`src/rtl/mem_bus_arbiter.sv`:
```
// mem_bus_arbiter: shares one CPU memory bus between N_REQ requesters.
// Latches one request, issues it on the bus, waits for i_bus_DV (or a watchdog
// timeout) and returns read data plus a one-cycle done pulse to the owner.
// A requester holding i_lock keeps the grant across transactions (AMO RMW).
// Optional build macro: MEM_ARB_ROUND_ROBIN_EN selects round-robin arbitration
// in IDLE; when undefined, index 0 has fixed highest priority.
module mem_bus_arbiter #(
   parameter int unsigned N_REQ          = 4,
   parameter int unsigned ADDR_W         = 32,
   parameter int unsigned DATA_W         = 32,
   parameter int unsigned TIMEOUT_CYCLES = 1023
) (
   input  logic                      i_clk,
   input  logic                      i_rst,
   input  logic [N_REQ-1:0]          i_req,
   input  logic [N_REQ-1:0]          i_we,
   input  logic [N_REQ-1:0]          i_lock,
   input  logic [N_REQ*ADDR_W-1:0]   i_addr,
   input  logic [N_REQ*DATA_W-1:0]   i_wdata,
   output logic [N_REQ-1:0]          o_gnt,
   output logic [N_REQ-1:0]          o_dv,
   output logic                      o_err,
   output logic [DATA_W-1:0]         o_rdata,
   output logic                      o_bus_req,
   output logic                      o_bus_we,
   output logic [ADDR_W-1:0]         o_bus_addr,
   output logic [DATA_W-1:0]         o_bus_wdata,
   input  logic                      i_bus_DV,
   input  logic [DATA_W-1:0]         i_bus_rdata,
   output logic                      o_busy
);

   localparam int unsigned IDX_W = (N_REQ > 1) ? $clog2(N_REQ) : 1;
   localparam int unsigned CNT_W = (TIMEOUT_CYCLES > 1) ? $clog2(TIMEOUT_CYCLES) : 1;
   localparam logic [CNT_W-1:0] CNT_LAST = CNT_W'(TIMEOUT_CYCLES - 1);

   localparam logic [1:0] ST_IDLE   = 2'd0;
   localparam logic [1:0] ST_ISSUE  = 2'd1;
   localparam logic [1:0] ST_WAIT   = 2'd2;
   localparam logic [1:0] ST_LOCKED = 2'd3;

   logic [1:0]        state_q, state_d;
   logic [N_REQ-1:0]  gnt_q, gnt_d;
   logic [N_REQ-1:0]  dv_q, dv_d;
   logic              err_q, err_d;
   logic [DATA_W-1:0] rdata_q, rdata_d;
   logic              bus_req_q, bus_req_d;
   logic              bus_we_q, bus_we_d;
   logic [ADDR_W-1:0] bus_addr_q, bus_addr_d;
   logic [DATA_W-1:0] bus_wdata_q, bus_wdata_d;
   logic              busy_q, busy_d;
   logic [CNT_W-1:0]  cnt_q, cnt_d;
   logic [IDX_W-1:0]  idx_q, idx_d;

   logic [IDX_W-1:0]  win_idx;
   logic              win_any;
   logic [IDX_W-1:0]  sel_idx;
   logic              timeout_hit;

`ifdef MEM_ARB_ROUND_ROBIN_EN
   logic [IDX_W-1:0]  ptr_q, ptr_d;
   int                rr_j;

   // Round-robin pick: walk from lowest to highest priority so the last hit wins.
   always_comb begin
      win_idx = '0;
      win_any = 1'b0;
      rr_j    = 0;
      for (int i = int'(N_REQ); i >= 1; i--) begin
         rr_j = (int'(ptr_q) + i) % int'(N_REQ);
         if (i_req[rr_j]) begin
            win_idx = IDX_W'(rr_j);
            win_any = 1'b1;
         end
      end
   end
`else
   // Fixed priority pick: lowest index wins.
   always_comb begin
      win_idx = '0;
      win_any = 1'b0;
      for (int i = int'(N_REQ) - 1; i >= 0; i--) begin
         if (i_req[i]) begin
            win_idx = IDX_W'(i);
            win_any = 1'b1;
         end
      end
   end
`endif

   // In LOCKED only the lock owner may be latched; otherwise the arbitration winner.
   assign sel_idx     = (state_q == ST_LOCKED) ? idx_q : win_idx;
   assign timeout_hit = (TIMEOUT_CYCLES != 0) && (cnt_q == CNT_LAST);

   // Next-state and output-register logic for the transaction FSM.
   always_comb begin
      state_d     = state_q;
      gnt_d       = gnt_q;
      dv_d        = '0;
      err_d       = 1'b0;
      rdata_d     = rdata_q;
      bus_req_d   = 1'b0;
      bus_we_d    = bus_we_q;
      bus_addr_d  = bus_addr_q;
      bus_wdata_d = bus_wdata_q;
      cnt_d       = cnt_q;
      idx_d       = idx_q;
`ifdef MEM_ARB_ROUND_ROBIN_EN
      ptr_d       = ptr_q;
`endif
      case (state_q)
         ST_IDLE: begin
            if (win_any) begin
               idx_d       = win_idx;
               gnt_d       = N_REQ'(1) << win_idx;
               bus_we_d    = i_we[sel_idx];
               bus_addr_d  = i_addr[sel_idx*ADDR_W +: ADDR_W];
               bus_wdata_d = i_wdata[sel_idx*DATA_W +: DATA_W];
               bus_req_d   = 1'b1;
               state_d     = ST_ISSUE;
`ifdef MEM_ARB_ROUND_ROBIN_EN
               ptr_d       = win_idx;
`endif
            end
         end
         ST_ISSUE: begin
            // DV cannot arrive in this cycle, so it is not looked at here.
            cnt_d   = '0;
            state_d = ST_WAIT;
         end
         ST_WAIT: begin
            if (i_bus_DV) begin
               if (!bus_we_q) begin
                  rdata_d = i_bus_rdata;
               end
               dv_d = gnt_q;
               if (i_lock[idx_q]) begin
                  state_d = ST_LOCKED;
               end else begin
                  gnt_d   = '0;
                  state_d = ST_IDLE;
               end
            end else if (timeout_hit) begin
               dv_d    = gnt_q;
               err_d   = 1'b1;
               rdata_d = '0;
               gnt_d   = '0;
               state_d = ST_IDLE;
            end else begin
               cnt_d = cnt_q + CNT_W'(1);
            end
         end
         ST_LOCKED: begin
            if (i_req[idx_q]) begin
               bus_we_d    = i_we[sel_idx];
               bus_addr_d  = i_addr[sel_idx*ADDR_W +: ADDR_W];
               bus_wdata_d = i_wdata[sel_idx*DATA_W +: DATA_W];
               bus_req_d   = 1'b1;
               state_d     = ST_ISSUE;
            end else if (!i_lock[idx_q]) begin
               gnt_d   = '0;
               state_d = ST_IDLE;
            end
         end
         default: begin
            state_d = ST_IDLE;
            gnt_d   = '0;
         end
      endcase
      busy_d = (state_d != ST_IDLE);
   end

   // State registers with asynchronous active-high reset.
   always_ff @(posedge i_clk or posedge i_rst) begin
      if (i_rst) begin
         state_q     <= ST_IDLE;
         gnt_q       <= '0;
         dv_q        <= '0;
         err_q       <= 1'b0;
         rdata_q     <= '0;
         bus_req_q   <= 1'b0;
         bus_we_q    <= 1'b0;
         bus_addr_q  <= '0;
         bus_wdata_q <= '0;
         busy_q      <= 1'b0;
         cnt_q       <= '0;
         idx_q       <= '0;
`ifdef MEM_ARB_ROUND_ROBIN_EN
         ptr_q       <= IDX_W'(N_REQ - 1);
`endif
      end else begin
         state_q     <= state_d;
         gnt_q       <= gnt_d;
         dv_q        <= dv_d;
         err_q       <= err_d;
         rdata_q     <= rdata_d;
         bus_req_q   <= bus_req_d;
         bus_we_q    <= bus_we_d;
         bus_addr_q  <= bus_addr_d;
         bus_wdata_q <= bus_wdata_d;
         busy_q      <= busy_d;
         cnt_q       <= cnt_d;
         idx_q       <= idx_d;
`ifdef MEM_ARB_ROUND_ROBIN_EN
         ptr_q       <= ptr_d;
`endif
      end
   end

   assign o_gnt       = gnt_q;
   assign o_dv        = dv_q;
   assign o_err       = err_q;
   assign o_rdata     = rdata_q;
   assign o_bus_req   = bus_req_q;
   assign o_bus_we    = bus_we_q;
   assign o_bus_addr  = bus_addr_q;
   assign o_bus_wdata = bus_wdata_q;
   assign o_busy      = busy_q;

endmodule

```
`config.mk`:
```
export PLATFORM = sky130hd
export DESIGN_NAME = mem_bus_arbiter
export DESIGN_NICKNAME = d
export VERILOG_FILES = /design/src/rtl/mem_bus_arbiter.sv
export SDC_FILE = /design/constraint.sdc
export NUM_CORES = 1
export LEC_CHECK = 0
export CORE_AREA = 5 5 156 158
export DETAILED_ROUTE_END_ITERATION = 16
export DIE_AREA = 0 0 161 163
export GPL_TIMING_DRIVEN = 0
export MAX_ROUTING_LAYER = met4
export PLACE_DENSITY = 0.79
export SLEW_MARGIN = 15
export SYNTH_ARGS = -nofsm -noshare
export SYNTH_HDL_FRONTEND = slang
export SYNTH_SLANG_ARGS = --single-unit
```
`constraint.sdc`:
```
create_clock -name i_clk -period 3.9 [get_ports i_clk]
set_clock_uncertainty 0.1 [all_clocks]
set_input_delay 0.39 -clock i_clk [delete_from_list [all_inputs] [get_ports i_clk]]
set_output_delay 0.39 -clock i_clk [all_outputs]
set_load 0.005 [all_outputs]
```
* Yosys cells after proc, flatten, opt, wreduce, memory -nomap -nowiden
Cells that the tools add are included.
Operators by class: $add $sub $neg 1, multipliers 0, div/mod/pow operators 0, order comparisons 2, equality and inequality tests 11, shifts and indexed selects 3, muxes and demuxes 52, bitwise gates (word level) 0, reductions and logical operators 11
Operators with widths (count):
- $shiftx 128x8->32 | 2
- $mux 32 | 7
- $pmux 32 s2 | 2
- $mux 4 | 8
- $mux 2 | 11
- $mux 10 | 2
- $pmux 10 s2 | 1
- $mux 1 | 14
- $pmux 4 s3 | 1
- $add 10x1->10 const B | 1
- $eq 10x10->1 const B | 1
- $ne 2x2->1 const B | 5
- $reduce_and 3->1 | 3
- $pmux 2 s4 | 1
- $reduce_bool 2->1 | 4
- $bmux 1 s2 | 3
- $lt 2x3->1 const B | 2
- $eq 2x2->1 const B | 2
- $pmux 1 s2 | 2
- $reduce_and 4->1 | 1
- $shl 1x2->4 const A | 1
- $ne 3x3->1 const B | 1
- $reduce_bool 3->1 | 1
- $eq 2x1->1 const B | 1
- other kinds (3) | 3
Storage, ports and cells: register bits 122, latch bits 0, memory bits (writable) 0, memory bits (read-only) 0, input bits 303, output and inout port bits 108, logic and storage cells 92, memories 0

* Depth between registers and ports, before layout
Gate-level depths: netlist of run 1.
word-level depth 9, mapped depth 8, mapped depth without buffers 6

* Worst setup path after synthesis of run 1
OpenSTA, ideal clock, no wires.
path kind input -> register, from input port i_req[1], to register gnt_q[0], in the netlist o_gnt[0], setup time 0.121 ns, data arrival time 1.887 ns, data required time 3.679 ns, slack 1.792 ns, stages on the path 5, path buffers 1, cells stage by stage buf_6 > mux4_2 > or2_0 > a2111o_1 > a22o_1
Between the ends: longest elaborated chain between the ends 5, elaborated cells between the ends (all ways) 12, those cells by class eq/ne (2); shift (1); mux (8); reduce/logical (1)
Ends and longest elaborated chain:
- start, declared | line 15 | input logic [N_REQ-1:0] i_req,
- $mux 2 (2 in series) | line 83 | if (i_req[i]) begin
- $shl 1x2->4 | line 115 | gnt_d = N_REQ'(1) << win_idx;
- $mux 4 | line 113 | if (win_any) begin
- $pmux 4 s3 | line 111 | case (state_q)
- end signal, assigned | line 193 | gnt_q <= gnt_d;
- end, declared | line 43 | logic [N_REQ-1:0] gnt_q, gnt_d;
Parallel ways exist; a longest one is shown, timed or not. The select of a mux whose other input is x is not followed. A chain may end at the register's enable or synchronous reset.

* Worst setup path after layout of run 1
from input port i_req[2], to register bus_addr_q[14], in the netlist o_bus_addr[14]
Between the ends: longest elaborated chain between the ends 7, elaborated cells between the ends (all ways) 16, those cells by class eq/ne (2); shift (1); mux (12); reduce/logical (1)
Ends and longest elaborated chain:
- $mux 2 (3 in series) | line 83
- $mux 2 | line 92 | assign sel_idx = (state_q == ST_LOCKED) ? idx_q : win_idx;
- $shiftx 128x8->32 | line 117, 156
- $mux 32 (on tied branches) | line 154, 113
- $pmux 32 s2 | line 111
- end signal, assigned | line 199 | bus_addr_q <= bus_addr_d;
- end, declared | line 49 | logic [ADDR_W-1:0] bus_addr_q, bus_addr_d;
Parallel ways exist; a longest one is shown, timed or not. The select of a mux whose other input is x is not followed.

==> qor.csv, run 1 <==
stage;metric;value;unit
yosys;Synth cell types;51;
cts;CTS tree;yes;
global_route;vias in the first global route;8707;
finish;fin area;12700;um2
power_and_ir_drop;PwrDens;635;nW/um2
sta;Final Hold Vio Count;0;
detailed_routing;vias per std cell;5.52;
setup_path;Startpoint Class;primary input;
sta;FMAX;0.328;GHz
global_route;antenna violations before repair;4;
cts;clock latency on the worst-skew pair;0.42;ns
floorplanning;row count;56;
place;dpl cell area;12100;um2
min_path;Hold Path Stages;2;
yosys;main combinational cell family by area after synthesis;compound AO/OA/AOI/OAI gates;
cts;CTS Root Cell;clkbuf_16;
detailed_routing;number of antenna-violating nets in the routed design;0;
yosys;multiplexer area fraction after synthesis;5.91;%
setup_path;CP delay by family, top;buffers and inverters;
sta;Worst-Margin Slew;1.07;ns
finish;Reg area;3050;um2
yosys;Yosys reg bits;122;
sta;Rel. slew slack;28.2;%
floorplanning;starting density of the core;33.2;%
yosys;Synth async-reset ratio;100;%
yosys;synthesized area;7620;um2
power_and_ir_drop;maximum VDD drop;0.000282;V
cts;post-CTS sizing;0;
finish;Area Overhead vs Synth;67.1;%
place;Placer Congestion;0.931;
yosys;syn nets;1128;
setup_path;CP dominant cell by count;buf_2;
detailed_routing;final WL;32600;um
finish;most frequent cells in the layout;409 x clkdlybuf4s50_1, 136 x and2_1, 130 x a221oi_1;
sta;final period utilization;78.1;%
setup_path;slowest library cell on the worst path;nor4_1;
finish;share of layout cells above drive strength 1;4.45;%
power_and_ir_drop;P_leak;5.12;nW
cts;clk sinks;122;
min_path;Hold/Removal Path Class;in2reg;
setup_path;endpoint class of the critical path;flip-flop;
finish;fill count;2123;
global_route;total gr overflow;0;
cts;Post-CTS Hold Buffers;0;
yosys;Synth warnings;0;
floorplanning;core area;23000;um2
cts;post-CTS setup buffer count;0;
sta;Final setup viols;0;
yosys;ys flop type;dfrtp_1;
yosys;Syn Area/Cell;9.33;um2
cts;clock slew at reported path FFs;0.06;ns
finish;most common cell after layout, fill and taps aside;clkdlybuf4s50_1;
setup_path;critical path class;in2reg;
sta;final slew viol count;0;
floorplanning;IO Count;411;
detailed_routing;Pre-Repair DR Iteration Count;7;
yosys;Post-synth EDFFs;0;
setup_path;FF-to-FF path depth;7;
place;dpl hpwl;26000;um
yosys;post-synthesis compound-gate area fraction;29.4;%
cts;CTS buffer count;17;
run_status;status;finished, final reports clean;
floorplanning;Horiz. Die Dim;161;um
finish;nets;1557;
floorplanning;DIE HEIGHT;163;um
yosys;fraction of synthesized cell area in xor and xnor cells;0;%
setup_path;Buf/Inv on CP;4;
setup_path;cell breakdown of the critical path;clkdlybuf4s50_1 -> nor4_1 -> and2_1 -> clkbuf_2 -> or2_1 -> buf_2 -> buf_2 -> o31ai_1;
global_route;GRT Total Usage;24.5;%
setup_path;Critical Path RT;4.08;ns
job;Max Cap Violations;0;
cts;CTS H-tree lvls;4;
global_route;largest net degree at the start of global routing;64;
detailed_routing;Post-route DRC;0;
cts;clock tree buffer depth;2;
sta;minimum clock period;3.04;ns
place;port bufs;409;
sta;Final TNS setup;0;ns
finish;area of the multi-input gates;4040;um2
setup_path;max incr delay on CP;0.58;ns
sta;RSZ-0062 raised after global routing;false;
yosys;Synth Area in Adders;1.31;%
setup_path;Levels on crit path;8;
yosys;Syn Inst Count;817;
detailed_routing;DRT iter0 DRCs;666;
setup_path;worst-path maximum fanout;10;
yosys;Seq/Total Area, Yosys;40.0;%
detailed_routing;Avg WL per Cell;21.0;um
global_route;first-pass GRT wire length;48800;um
setup_path;CP Data Arrival Time;3.23;ns
detailed_routing;vias after detailed routing;8572;
floorplanning;die area;26200;um2
yosys;fraction of the mapped netlist area in simple logic gates;16.4;%
==> worst paths after layout <==
kind,startpoint,to,slack [ns]
worst max-delay path,i_req[2],o_bus_addr[14],0.86
worst min-delay path,i_req[1],o_gnt[1],0.18
worst max register to register,state_q[0],o_bus_addr[14],0.94
worst min register to register,cnt_q[5],cnt_q[5],0.40
max in group asynchronous,i_rst,o_bus_addr[4],2.63
min in group asynchronous,i_rst,o_rdata[18],0.33
==> final cells by class <==
class | count | share of cell area (%)
Antenna cell | 4 | 0.0786
Buffer | 90 | 3.01
Clock buffer | 19 | 3.55
Clock inverter | 13 | 1.30
Inverter | 40 | 1.22
Multi-Input combinational cell | 565 | 31.7
Sequential cell | 122 | 24.0
Tap cell | 290 | 2.85
Timing Repair Buffer | 410 | 32.3
==> per-layer routing <==
layer	vias up	GRT usage, %	part of all wire [%]
li1	3964	-	-
met1	4091	29.2	39
met2	461	41.4	49
met3	56	5.69	8.4
met4	0	7.99	3.0
met5	-	-	0
==> report_power, final <==
part           internal [W]  switching [W]
registers           0.00185       0.000325
logic               0.00214        0.00211
clock network       0.00104       0.000631
==> synthesized netlist by cell type (3+ instances only) <==
cell,instances,area [um2]
o31ai_1,68,510
nand4_1,5,31.3
a32o_1,4,40.0
a221oi_1,130,1140
nor2_1,6,22.5
a21boi_0,3,22.5
mux2i_1,39,390
a21oi_1,4,20.0
and2_1,136,851
ha_1,8,100
nand2_1,41,154
nand2b_1,5,31.3
nand3_1,5,25.0
buf_2,13,65.1
clkbuf_1,70,263
inv_1,40,150
o21ai_0,70,350
nor4_1,3,18.8
nor2b_1,3,18.8
dfrtp_1,122,3050
o21a_1,3,22.5
==> per-stage QoR <==
stage | setup slack [ns] | cells | total power (W) | utilization, % | hold WS, ns
5_1_grt | 0.691 | 1553 | 0.00862 | 55.4 | 0.181
2_1_floorplan | 0.167 | 817 | 0.00421 | - | 0.364
4_1_cts | 0.917 | 1549 | 0.00813 | 55.4 | 0.161
3_5_place_dp | 0.520 | 1517 | 0.00643 | 52.7 | 0.397
3_3_place_gp | -1.71 | 1516 | 0.00632 | 52.6 | 0.390
6_report | 0.855 | 1553 | 0.00809 | 55.4 | 0.178
==> registers in the layout, indices dropped and copies added (netlist names) <==
| register | count |
|---|---|
| o_bus_req | 1 |
| o_gnt | 4 |
| o_busy | 1 |
| o_err | 1 |
| o_bus_wdata | 32 |
| o_bus_we | 1 |
| o_dv | 4 |
| o_rdata | 32 |
| o_bus_addr | 32 |
| cnt_q | 10 |
| idx_q | 2 |
| state_q | 2 |
==> cell families (layout without fill, tap and decap cells) <==
group | Yosys count | after routing
AND/OR/NAND/NOR | 218 | 218
adder cells (fa/ha/maj) | 8 | 8
multiplexers | 42 | 42
buffers and inverters | 130 | 572
other | 0 | 4
flip-flops | 122 | 122
AO/OA/AOI/OAI | 297 | 297
Note: power is estimated with default switching activity, not from simulation.
==> inputs of run 2 (changes only) <==
clock period = 2.57 ns   (was 3.9 ns; I/O delays follow)
==> run 2 against run 1 <==
Compared with the run above: non-clock buffer count up 1; sequential share of layout area shrank 0.22 points; clock power is 42% higher; largest cell class unchanged; highest routed layer unchanged; via count decreased by 1.2%; global-route usage down 0.33 points; combinational power is 54% higher; critical endpoint is now o_bus_wdata[3]; first-iteration DRC count shrank 25%; critical path depth stayed put; register-to-register slack got worse by 0.86 ns; largest power group unchanged; power increased by 51%.
==> qor.csv, run 2 (synthesis results as in run 1) <==
stage;metric;value;unit
setup_path;CP Data Arrival Time;2.67;ns
setup_path;endpoint class of the critical path;flip-flop;
finish;nets;1558;
cts;post-CTS setup buffer count;0;
power_and_ir_drop;maximum VDD drop;0.000395;V
detailed_routing;number of antenna-violating nets in the routed design;0;
place;dpl hpwl;25900;um
sta;minimum clock period;2.49;ns
global_route;total gr overflow;0;
sta;Final Hold Vio Count;0;
setup_path;CP delay by family, top;compound AO/OA/AOI/OAI gates;
setup_path;cell breakdown of the critical path;ha_1 -> clkbuf_8 -> nand2_1 -> o31ai_4 -> buf_4 -> clkbuf_2 -> a221oi_1 -> o31ai_1;
detailed_routing;vias per std cell;5.46;
global_route;first-pass GRT wire length;48400;um
setup_path;max incr delay on CP;0.44;ns
sta;RSZ-0062 raised after global routing;true;
min_path;hold_sp;i_req[1];
cts;clk sinks;122;
place;Placer Congestion;0.926;
min_path;Hold/Removal Path Class;in2reg;
sta;FMAX;0.401;GHz
detailed_routing;Pre-Repair DR Iteration Count;5;
floorplanning;row count;56;
floorplanning;core area;23000;um2
place;port bufs;409;
cts;CTS Root Cell;clkbuf_16;
global_route;antenna violations before repair;1;
floorplanning;Horiz. Die Dim;161;um
place;dpl cell area;12100;um2
setup_path;worst-path maximum fanout;10;
finish;most common cell after layout, fill and taps aside;clkdlybuf4s50_1;
setup_path;reg2reg start;state_q[0];
finish;Area Overhead vs Synth;68.8;%
power_and_ir_drop;PwrDens;948;nW/um2
setup_path;Buf/Inv on CP;3;
global_route;GRT Max-Usage Layer;met2;
detailed_routing;DRT iter0 DRCs;499;
floorplanning;die area;26200;um2
cts;CTS H-tree lvls;4;
setup_path;Critical Path Start;state_q[0];
sta;Rel. slew slack;31.3;%
detailed_routing;vias after detailed routing;8467;
finish;share of layout cells above drive strength 1;8.18;%
floorplanning;DIE HEIGHT;163;um
setup_path;slowest library cell on the worst path;dfrtp_2;
power_and_ir_drop;P_leak;5.23;nW
run_status;status;finished, final reports clean;
sta;Final setup viols;0;
global_route;GR Layer Usage met3;6.58;%
cts;clock slew at reported path FFs;0.06;ns
setup_path;Startpoint Class;flip-flop;
cts;clock tree buffer depth;2;
cts;CTS tree;yes;
floorplanning;starting density of the core;33.2;%
detailed_routing;final WL;32100;um
setup_path;FF-to-FF setup slack;0.08;ns
floorplanning;IO Count;411;
sta;worst setup margin;0.0754;ns
global_route;vias in the first global route;8806;
global_route;M1 GR Usage;27.3;%
sta;final slew viol count;0;
job;Max Cap Violations;0;
cts;CTS buffer count;17;
setup_path;Critical Path RT;2.75;ns
cts;clock latency on the worst-skew pair;0.41;ns
finish;most frequent cells in the layout;409 x clkdlybuf4s50_1, 135 x and2_1, 121 x dfrtp_1;
place;pre-CTS setup slack;-0.792;ns
setup_path;critical path class;reg2reg;
global_route;largest net degree at the start of global routing;36;
sta;final period utilization;97.1;%
finish;fin area;12900;um2
detailed_routing;Post-route DRC;0;
sta;Worst-Margin Slew;1.02;ns
global_route;GRT Total Usage;24.2;%
detailed_routing;Avg WL per Cell;20.7;um
global_route;met2 usage;40.8;%
[run 2: metrics by stage]
stage               utilization, %  hold WS [ns]  setup TNS, ns  total power, W  std cells
finish                        56.0        0.0717              0          0.0122       1550
global route                  56.0        0.0662         -0.103          0.0130       1550
detailed placement            52.8         0.396         -47.21         0.00974       1519
CTS                           55.6        0.0409              0          0.0122       1550
floorplan                        -         0.300              0         0.00639        817
global placement              52.6         0.391        -109.18         0.00959       1516
[run 2: final timing paths]
check	to	depth (start not counted)
hold reg to reg	cnt_q[5]	1
setup reg to reg	o_bus_wdata[3]	8
max in group asynchronous	o_bus_addr[29]	3
min in group asynchronous	o_bus_addr[17]	2
setup / recovery	o_bus_wdata[3]	8
hold / removal	o_gnt[1]	2
[run 2: layout make-up]
class	instances	area (um2)
fillers	2059	10100
repair buffers	412	4150
multi-input cells	565	4130
flip-flops and latches	122	3050
clock buffers	18	439
plain buffers	89	430
well taps	290	363
inverters	40	154
clock inverters	13	143
diodes	1	2.50
[run 2: worst register-to-register path: cells and delay by family (launching register included)]
kind                     cells  cell delay, ns
AO/OA/AOI/OAI                3            0.74
buffers and inverters        3            0.63
flip-flops                   1            0.44
AND/OR/NAND/NOR              1            0.25
adder cells (fa/ha/maj)      1            0.21
[run 2: where the power goes]
group	switching [W]	internal, W	leakage (nW)
registers	0.000497	0.00280	1.52
logic	0.00320	0.00333	3.43
clock network	0.000914	0.00145	0.283
[run 2: repair_timing]
item                       4_1_cts  5_1_grt
resized for setup               18       64
setup endpoints to repair       65       61
hold buffers                     0        0
[run 2: metal layers]
metal	wire [um]	vias to the layer above	part of all wire (%)
met2	15800	374	49
met4	1280	0	4.0
li1	-	3962	-
met1	12600	4049	39
met3	2430	82	7.6
met5	0	-	0
==> inputs of run 3 (changes only) <==
PLACE_DENSITY = not set   (was 0.79)
PLACE_DENSITY_LB_ADDON = 0.25   (was not set)
TNS_END_PERCENT = 10   (was not set)
==> run 3 against run 2 <==
Compared with the run above: sequential share of layout area is 0.16 points lower; highest routed layer unchanged; largest cell class unchanged; worst hold slack lost 0.021 ns; critical endpoint is now o_bus_wdata[17]; worst setup slack better by 0.013 ns; largest power group unchanged.
==> qor.csv, run 3 (synthesis results as in run 1) <==
stage;metric;value;unit
detailed_routing;vias after detailed routing;8369;
cts;clock latency on the worst-skew pair;0.41;ns
power_and_ir_drop;Power Total;0.0125;W
global_route;largest net degree at the start of global routing;36;
min_path;hold_sp;i_req[1];
setup_path;Startpoint Class;flip-flop;
sta;Rel. slew slack;31.0;%
cts;CTS Root Cell;clkbuf_16;
floorplanning;row count;56;
power_and_ir_drop;Switch Pwr;0.00467;W
setup_path;Critical Path RT;2.76;ns
place;port bufs;409;
sta;FMAX;0.403;GHz
cts;clock slew at reported path FFs;0.06;ns
global_route;first-pass GRT wire length;48700;um
sta;Final Hold Vio Count;0;
setup_path;cell breakdown of the critical path;ha_1 -> clkbuf_8 -> inv_1 -> nand3_1 -> buf_4 -> clkbuf_1 -> a221oi_1 -> o31ai_1;
setup_path;critical path class;reg2reg;
floorplanning;die area;26200;um2
finish;Post-Layout Cell Count;1554;
power_and_ir_drop;P_leak;5.28;nW
power_and_ir_drop;Seq pwr share;26.3;%
power_and_ir_drop;combinational fraction of design power;52.4;%
place;Placer Congestion;0.939;
finish;Area Overhead vs Synth;69.9;%
detailed_routing;final WL;33100;um
cts;CTS buffer count;17;
global_route;GRT Total Usage;24.8;%
detailed_routing;vias per std cell;5.39;
setup_path;endpoint class of the critical path;flip-flop;
cts;CTS H-tree lvls;4;
cts;CTS tree;yes;
min_path;Hold/Removal Path Class;in2reg;
place;dpl cell area;12100;um2
detailed_routing;Pre-Repair DR Iteration Count;5;
cts;clock tree buffer depth;2;
power_and_ir_drop;clock share of power;21.4;%
sta;final slew viol count;0;
sta;Final setup viols;0;
finish;most common cell after layout, fill and taps aside;clkdlybuf4s50_1;
place;dpl hpwl;26200;um
power_and_ir_drop;Internal;0.00785;W
cts;post-CTS setup buffer count;0;
global_route;total gr overflow;0;
detailed_routing;number of antenna-violating nets in the routed design;0;
floorplanning;IO Count;411;
power_and_ir_drop;switching share of total power;37.3;%
finish;fin area;12900;um2
sta;final period utilization;96.6;%
detailed_routing;Post-route DRC;0;
finish;most frequent cells in the layout;409 x clkdlybuf4s50_1, 135 x and2_1, 122 x dfrtp_1;
global_route;vias in the first global route;8586;
power_and_ir_drop;maximum VDD drop;0.000392;V
floorplanning;Horiz. Die Dim;161;um
setup_path;CP Data Arrival Time;2.67;ns
job;Max Cap Violations;0;
setup_path;Critical Path Start;state_q[0];
floorplanning;starting density of the core;33.2;%
place;placed cell count;1519;
setup_path;reg2reg start;state_q[0];
cts;clk sinks;122;
power_and_ir_drop;PwrDens;967;nW/um2
finish;share of layout cells above drive strength 1;8.34;%
floorplanning;DIE HEIGHT;163;um
run_status;status;finished, final reports clean;
finish;nets;1558;
detailed_routing;Avg WL per Cell;21.3;um
detailed_routing;DRT iter0 DRCs;515;
setup_path;max incr delay on CP;0.44;ns
setup_path;worst-path maximum fanout;10;
global_route;antenna violations before repair;5;
finish;Final Core Density;56.3;%
floorplanning;core area;23000;um2
setup_path;slowest library cell on the worst path;dfrtp_1;
sta;Worst-Margin Slew;1.03;ns
cts;Post-CTS Hold Buffers;0;
sta;minimum clock period;2.48;ns
sta;worst hold slack;0.0508;ns
## run 3: cell count changes in the layout (fill, tap and decap cells not counted), moves of 2 or more
cell | previous run | this run
clkinv_4 | 3 | 6
a221oi_2 | 10 | 13
a221oi_1 | 120 | 117
bufinv_16 | 2 | 5
inv_6 | 3 | 1
diode_2 | 1 | 5
clkinvlp_4 | 3 | 1
## run 3: area by class of cell
cell class	instances	area [um2]
multi-input combinational	565	4140
sequential	122	3050
antenna	5	12.5
timing repair buffer	412	4150
clock inverter	14	221
inverter	40	154
clock buffer	17	425
buffer	89	432
fill	2121	10000
tap	290	363
## run 3: path summary, 6_finish.rpt
| kind | endpoint | slack (ns) | cells after the start |
|---|---|---|---|
| hold reg to reg | cnt_q[5] | 0.41 | 1 |
| max in group asynchronous | o_bus_wdata[11] | 1.31 | 4 |
| setup / recovery | o_bus_wdata[17] | 0.09 | 8 |
| setup reg to reg | o_bus_wdata[17] | 0.09 | 8 |
| min in group asynchronous | cnt_q[4] | 0.22 | 2 |
| hold / removal | o_gnt[1] | 0.05 | 2 |
## run 3: critical path: cells and delay by family, from the launching register on
kind                       cells  cell delay (ns)
buffers and inverters          4             0.80
AOI/OAI and AO/OA              2             0.57
DFF                            1             0.44
adders and majority gates      1             0.23
and+or+nand+nor                1             0.21
## run 3: repair_timing
item	in CTS	in global routing
endpoints found under the setup margin	65	63
gates resized for setup	16	66
pin swaps	0	0
## run 3: power by group through the flow
stage	clock (W)	sequential (W)	combinational, W
6_report	0.00267	0.00329	0.00656
5_1_grt	0.00279	0.00338	0.00711
4_1_cts	0.00271	0.00329	0.00646
3_5_place_dp	0	0.00331	0.00642
3_3_place_gp	0	0.00328	0.00630
2_1_floorplan	0	0.00331	0.00309
## run 3: per-layer routing
| layer | routed length (um) | vias up | GRT usage (%) |
|---|---|---|---|
| li1 | - | 3971 | - |
| met1 | 12700 | 3970 | 27.5 |
| met2 | 16600 | 368 | 41.5 |
| met3 | 2750 | 60 | 7.97 |
| met4 | 1080 | 0 | 10.1 |
| met5 | 0 | - | - |
## run 3: per-stage QoR
stage | setup TNS, ns | setup slack, ns
finish | 0 | 0.0881
global route | -0.125 | -0.0536
CTS | 0 | 0.00345
detailed placement | -37.88 | -0.601
global placement | -102.08 | -0.568
floorplan | 0 | 0.472
